`src/rtl/m31_addsub_vec.sv`:
```
// Multi-lane M31 (p = 2^31-1) adder/subtractor, two-stage valid/ready pipeline.
// Stage 1 forms the raw 32-bit sum; stage 2 folds it back to a canonical residue.
`timescale 1ns/1ps
module m31_addsub_vec #(
  parameter int LANES = 4,
  parameter int TAG_W = 8
) (
  input  logic                clk,
  input  logic                rst_n,
  input  logic                in_valid_i,
  output logic                in_ready_o,
  input  logic [LANES*31-1:0] a_i,
  input  logic [LANES*31-1:0] b_i,
  input  logic [LANES-1:0]    op_i,
  input  logic [TAG_W-1:0]    tag_i,
  output logic                out_valid_o,
  input  logic                out_ready_i,
  output logic [LANES*31-1:0] res_o,
  output logic [TAG_W-1:0]    tag_o
);

  localparam logic [30:0] P = 31'h7FFF_FFFF;

  logic             adv;
  logic             s1_valid_reg;
  logic             out_valid_reg;
  logic [TAG_W-1:0] s1_tag_reg;
  logic [TAG_W-1:0] out_tag_reg;

  // Both stages move together, so a stalled output freezes the whole pipe.
  assign adv         = ~out_valid_reg | out_ready_i;
  assign in_ready_o  = adv;
  assign out_valid_o = out_valid_reg;
  assign tag_o       = out_tag_reg;

  always_ff @(posedge clk or negedge rst_n) begin
    if (!rst_n) begin
      s1_valid_reg  <= 1'b0;
      out_valid_reg <= 1'b0;
      s1_tag_reg    <= '0;
      out_tag_reg   <= '0;
    end else if (adv) begin
      s1_valid_reg  <= in_valid_i;
      out_valid_reg <= s1_valid_reg;
      s1_tag_reg    <= tag_i;
      out_tag_reg   <= s1_tag_reg;
    end
  end

  genvar gi;
  generate
    for (gi = 0; gi < LANES; gi++) begin : g_lane
      logic [30:0] a_lane;
      logic [30:0] b_lane;
      logic [30:0] b_eff;
      logic [31:0] raw_next;
      logic [31:0] raw_reg;
      logic [30:0] fold;
      logic [30:0] res_next;
      logic [30:0] res_reg;

      assign a_lane = a_i[gi*31 +: 31];
      assign b_lane = b_i[gi*31 +: 31];
      // ~b equals p - b, so subtraction reuses the adder with no extra carry-in.
      assign b_eff    = op_i[gi] ? ~b_lane : b_lane;
      assign raw_next = {1'b0, a_lane} + {1'b0, b_eff};

      // raw <= 2p, so the end-around fold never overflows 31 bits.
      assign fold     = raw_reg[30:0] + {30'd0, raw_reg[31]};
      assign res_next = (fold == P) ? 31'd0 : fold;

      always_ff @(posedge clk or negedge rst_n) begin
        if (!rst_n) begin
          raw_reg <= '0;
          res_reg <= '0;
        end else if (adv) begin
          raw_reg <= raw_next;
          res_reg <= res_next;
        end
      end

      assign res_o[gi*31 +: 31] = res_reg;
    end
  endgenerate

endmodule

```
`config.mk`:
```
export PLATFORM = sky130hd
export DESIGN_NAME = m31_addsub_vec
export DESIGN_NICKNAME = d
export VERILOG_FILES = /design/src/rtl/m31_addsub_vec.sv
export SDC_FILE = /design/constraint.sdc
export NUM_CORES = 1
export LEC_CHECK = 0
export CAP_MARGIN = 5
export CORE_MARGIN = 1
export CORE_UTILIZATION = 55
export CTS_CLUSTER_SIZE = 20
export DETAILED_ROUTE_END_ITERATION = 6
export GPL_TIMING_DRIVEN = 0
export HOLD_SLACK_MARGIN = 0.05
export PLACE_DENSITY = 0.84
export SYNTH_ARGS = -nofsm -noshare
export SYNTH_HDL_FRONTEND = slang
export SYNTH_SLANG_ARGS = --single-unit
export TNS_END_PERCENT = 100
```
`constraint.sdc`:
```
create_clock -name clk -period 4.6 [get_ports clk]
set_input_delay 0.92 -clock clk [delete_from_list [all_inputs] [get_ports clk]]
set_output_delay 0.92 -clock clk [all_outputs]
set_load 0.02 [all_outputs]
```
[Word-level counts from Yosys, hierarchy flattened]
Cells that the tools add are included.
Storage, ports and cells
  bits in latches: 0
  memories: 0
  ROM bits: 0
  input bits: 264
  RAM bits: 0
  logic and storage cells: 38
  output and inout port bits: 134
  flip-flop bits (word level): 270
Cells by class
  bitwise operators: 6
  reductions and logical operators: 0
  shift operators: 0
  multiply operators: 0
  $lt $le $gt $ge: 0
  multiplexer cells: 8
  add/sub/neg operators: 8
  equality and inequality tests: 4
  divide/modulo/power cells: 0
Operator list (number)
  31-bit two-way mux: 8
  31-bit by 31-bit adder with 32-bit output: 4
  31-bit by 1-bit adder with 31-bit output: 4
  31-bit == test (second input constant): 4
  31-bit inverter: 4
  1-bit inverter: 1
  1-bit OR: 1

[Longest topological paths before layout]
  depth in word-level cells: 3
  depth in mapped cells: 15
  depth with buffers taken out: 13

[Worst setup path before layout]
OpenSTA, ideal clock, no wires.
  kind: input -> register
  from: input port op_i[2]
  to: register g_lane[2].raw_reg[24]
  library setup time: 95 ps
  path buffers: 2
  slack: 411 ps
  arrival time: 4094 ps
  stages: 15
  required time: 4505 ps
  path through: clkbuf_1 > clkbuf_1 > xor2_1 > ha_1 > inv_1 > fa_1 > nand2b_1 > a31oi_1 > o22ai_1 > o21ai_0 > o211ai_1 > a31o_2 > or3_1 > and4_1 > o31ai_1
Between the ends
  cells in the longest elaborated chain, start to end: 2
Ends and longest elaborated chain
  from (decl): line 14  | input logic [LANES-1:0] op_i,
  31-bit two-way mux: line 65  | assign b_eff = op_i[gi] ? ~b_lane : b_lane;
  31-bit by 31-bit adder with 32-bit output: line 66  | assign raw_next = {1'b0, a_lane} + {1'b0, b_eff};
  to (signal assigned): line 77  | raw_reg <= raw_next;
  to (decl): line 57  | logic [31:0] raw_reg;
Every way passes these cells.
A chain may end at the register's enable or synchronous reset.

[Worst setup path after layout]
  from: input port op_i[0]
  to: register g_lane[0].raw_reg[31]
Between the ends
  cells in the longest elaborated chain, start to end: 2
Ends and longest elaborated chain (line)
  31-bit two-way mux: 65
  31-bit by 31-bit adder with 32-bit output: 66
  to (signal assigned): 77
  to (decl): 57
Every way passes these cells.

==> metrics.md <==
| Metric | Value |
|---|---|
| Worst VDD drop | `235 µV` |
| DRT Pass-1 Iters | `6` |
| Die Footprint | `0.0385 mm²` |
| Clock Power Share | `0.199` |
| Worst Skew | `0.0133 ns` |
| Synth Area in XOR/XNOR | `0.140` |
| Number of synthesized flops with an enable pin | `0` |
| Largest family of logic cells by synthesized area | `simple AND/OR/NAND/NOR gates` |
| Top cells by count, synth | `276 x nand2_1, 270 x dfrtp_1, 265 x nor2_1` |
| Max FFs per register | `128` |
| PwrDens | `431 mW/mm²` |
| RSZ-0062 raised after global routing | `false` |
| Top-area cell type share of the netlist area | `0.326` |
| Least-Margin Pin Slew | `1.10 ns` |
| #FFs+latches synth | `270` |
| Syn Inst Count | `2,466` |
| Latest clock arrival within the worst-skew pair | `0.55 ns` |
| Avg Synthesized Cell Area | `8.41 µm²` |
| H-tree levels | `1` |
| Layout Nets | `3,305` |
| Synth Area in Simple Gates | `0.207` |
| Die X | `196 µm` |
| Io pins | `398` |
| Ys flop type | `dfrtp_1` |
| Post-layout min period | `4.50 ns` |
| Req. time, crit path | `5.01 ns` |
| Top-count cell post-synth | `nand2_1` |
| Final worst slack | `0.0991 ns` |
| # setup viols final | `0` |
| Largest stage delay on the critical path | `0.69 ns` |
| CTS sink count | `270` |
| GPL Wtd Cong | `0.934` |
| CP Data Arrival Time | `4.91 ns` |
| Root buf cell | `clkbuf_16` |
| Hold_buf cts | `0` |
| Routed WL | `66,400 µm` |
| Critical Path Source Type | `input pin` |
| Worst-path fanout max | `10` |
| Hold Slack | `0.206 ns` |
| Post-synthesis sequential area ratio | `0.326` |
| Final Hold Viols | `0` |
| Synth Area in Adders | `0.0920` |
| Max-cap violation count | `0` |
| Syn nets | `2,880` |
| Port Buf Inserts | `393` |
| CTS clk-pin slew, worst paths | `0.06 ns` |
| Congestion Overflow GR | `0` |
| Overall Global Routing Usage | `0.339` |
| Min-Delay Path Class | `in2async` |
| Largest delay share family, worst path | `compound AO/OA/AOI/OAI gates` |
| Vias per inst | `5.94` |
| Antenna viol nets, final | `0` |
| Worst-path cell chain | `clkbuf_1, buf_1, xor2_1, ha_1, o21ai_0, o211ai_1, a41oi_2, o211ai_1, a221o_1, a41oi_2, o21ai_1, a2111oi_0, nor3_1` |
| Combinational power share | `0.454` |
| Final period util | `0.978` |
| Int Power | `6710 µW` |
| Bufs and invs on worst path | `2` |
| Synthesized cell area | `0.0207 mm²` |
| Mux cell area share after synthesis | `0.000966` |
| # DRC | `0` |
| Layout area overhead | `26.8%` |
| First-pass GRT wire length | `104,000 µm` |
| Pleak | `0.0110 µW` |
| Largest cells by area after synthesis | `dfrtp_1 33%, xor2_1 10%, ha_1 8.8%` |
| CP Class | `in2reg` |
| Critical Path End Type | `flop` |
| Dpl ws | `-0.588 ns` |
| Final HPWL DP | `52,500 µm` |
| Max Slew Vio Count | `0` |
| Yosys warns | `0` |
| Largest net degree at the start of global routing | `127` |
| Asr flop ratio synth | `1.00` |
| Synth cell types | `84` |
| Outcome | `completed` |
| Synth Area in Compound Gates | `0.197` |
| DR WL/cell | `19.4 µm` |
| Rows | `70` |
| Reg2Reg Setup Slack | `0.95 ns` |
| Initial core utilization | `0.562` |
| TritonCTS buffer count | `28` |
| Deepest clock path buffer count | `3` |
| CORE AREA | `0.0369 mm²` |
| Highest Clock Rate | `222 MHz` |
| Die height | `196 µm` |
| Leading area contributor after synthesis | `dfrtp_1` |
| Flop pwr share | `0.347` |
| Sw Pwr | `4630 µW` |
| Layout cells sized above 1 | `0.0471` |
| Number of DRC markers in iteration 0 | `1,414` |
| CTS tree | `built` |
| Crit-path slowest cell | `buf_1` |
| Worst slew margin | `0.268` |
| Switch share | `0.409` |
| Routed via count | `20,286` |
| Initial antenna violation count | `2` |
| Vias in the first global route | `19,975` |
==> worst register-to-register path, cell delays in order, from the launching register on <==
cell       delay [ns]
dfrtp_1          0.45
ha_1             0.19
ha_1             0.21
nand4_1          0.27
nor2_1           0.61
and3_1           0.30
buf_4            0.18
and3b_1          0.16
o21ai_1          0.07
a21o_1           0.23
a2111oi_4        0.47
buf_4            0.29
a211oi_1         0.07
==> worst paths after layout <==
path / startpoint / end / depth (start not counted)
worst min register to register: s1_valid_reg$_DFFE_PN0P_ / s1_valid_reg$_DFFE_PN0P_ / 2
max in group asynchronous: rst_n / g_lane[2].res_reg[2]$_DFFE_PN0P_ / 2
worst max register to register: g_lane[3].raw_reg[31]$_DFFE_PN0P_ / g_lane[3].res_reg[18]$_DFFE_PN0P_ / 12
min in group clk: s1_valid_reg$_DFFE_PN0P_ / s1_valid_reg$_DFFE_PN0P_ / 2
worst min-delay path: rst_n / g_lane[3].raw_reg[10]$_DFFE_PN0P_ / 1
worst max-delay path: op_i[0] / g_lane[0].raw_reg[31]$_DFFE_PN0P_ / 13
==> final cells by class <==
type | instances | area, µm²
repair buffers | 396 | 4000
fillers | 2906 | 10600
well taps | 504 | 631
inverters | 47 | 180
diodes | 2 | 5.00
multi-input cells | 2012 | 13200
clock buffers | 39 | 823
clock inverters | 11 | 86.3
plain buffers | 136 | 592
flip-flops and latches | 270 | 6760
==> kinds of logic (layout without fill, tap and decap cells) <==
| group | after synthesis | after routing |
|---|---|---|
| flops | 270 | 270 |
| simple gates | 892 | 892 |
| compound gates | 636 | 636 |
| fa+ha+maj | 150 | 150 |
| mux | 2 | 2 |
| buf+inv | 184 | 629 |
| xor+xnor | 332 | 332 |
| other cells | 0 | 2 |
==> routing by layer <==
| layer | vias up | GRT usage | share of wire |
|---|---|---|---|
| li1 | 9606 | - | - |
| met1 | 9645 | 0.423 | 0.40 |
| met2 | 852 | 0.574 | 0.48 |
| met3 | 183 | 0.0488 | 0.070 |
| met4 | 0 | 0.171 | 0.052 |
| met5 | - | 0 | 0 |
==> layout by cell type, fill, tap and decap left out, types with 16 or more instances in the layout <==
cell | synthesis | routed
inv_1 | 47 | 46
a211oi_1 | 105 | 105
xnor2_1 | 90 | 90
clkbuf_16 | 0 | 29
a21oi_1 | 216 | 216
nand2_1 | 276 | 276
a31oi_1 | 18 | 18
nand3_1 | 86 | 86
buf_2 | 22 | 22
o21bai_1 | 16 | 16
nand4_1 | 40 | 40
nand2b_1 | 19 | 19
xor2_1 | 242 | 242
dfrtp_1 | 270 | 270
nor3_1 | 44 | 44
and3_1 | 39 | 39
a21o_1 | 52 | 52
clkbuf_1 | 97 | 96
nor2_1 | 265 | 265
clkdlybuf4s50_1 | 0 | 392
o21ai_0 | 103 | 103
ha_1 | 146 | 146
==> through the flow <==
stage	TNS, ns	cell area, µm²	utilization	instances	total power, µW
4_1_cts	0	26300	0.712	3415	11300
2_1_floorplan	0	20700	-	2466	6840
6_report	0	26300	0.713	3417	11300
3_5_place_dp	-2.87	25400	0.688	3365	9010
3_3_place_gp	-2299.49	25300	0.686	3363	8860
5_1_grt	0	26300	0.713	3417	11900
==> power groups by stage <==
| stage | sequential, µW | clock (µW) | combinational (µW) |
|---|---|---|---|
| 2_1_floorplan | 4200 | 0 | 2640 |
| 3_3_place_gp | 3910 | 0 | 4950 |
| 3_5_place_dp | 3940 | 0 | 5070 |
| 4_1_cts | 3900 | 2280 | 5110 |
| 5_1_grt | 4010 | 2370 | 5560 |
| 6_report | 3930 | 2260 | 5150 |
==> timing repair <==
action | in CTS | in global routing
setup endpoints to repair | 1 | 5
resized for setup | 1 | 9
buffers inserted | 1 | 0
(Power assumes the default switching activity.)
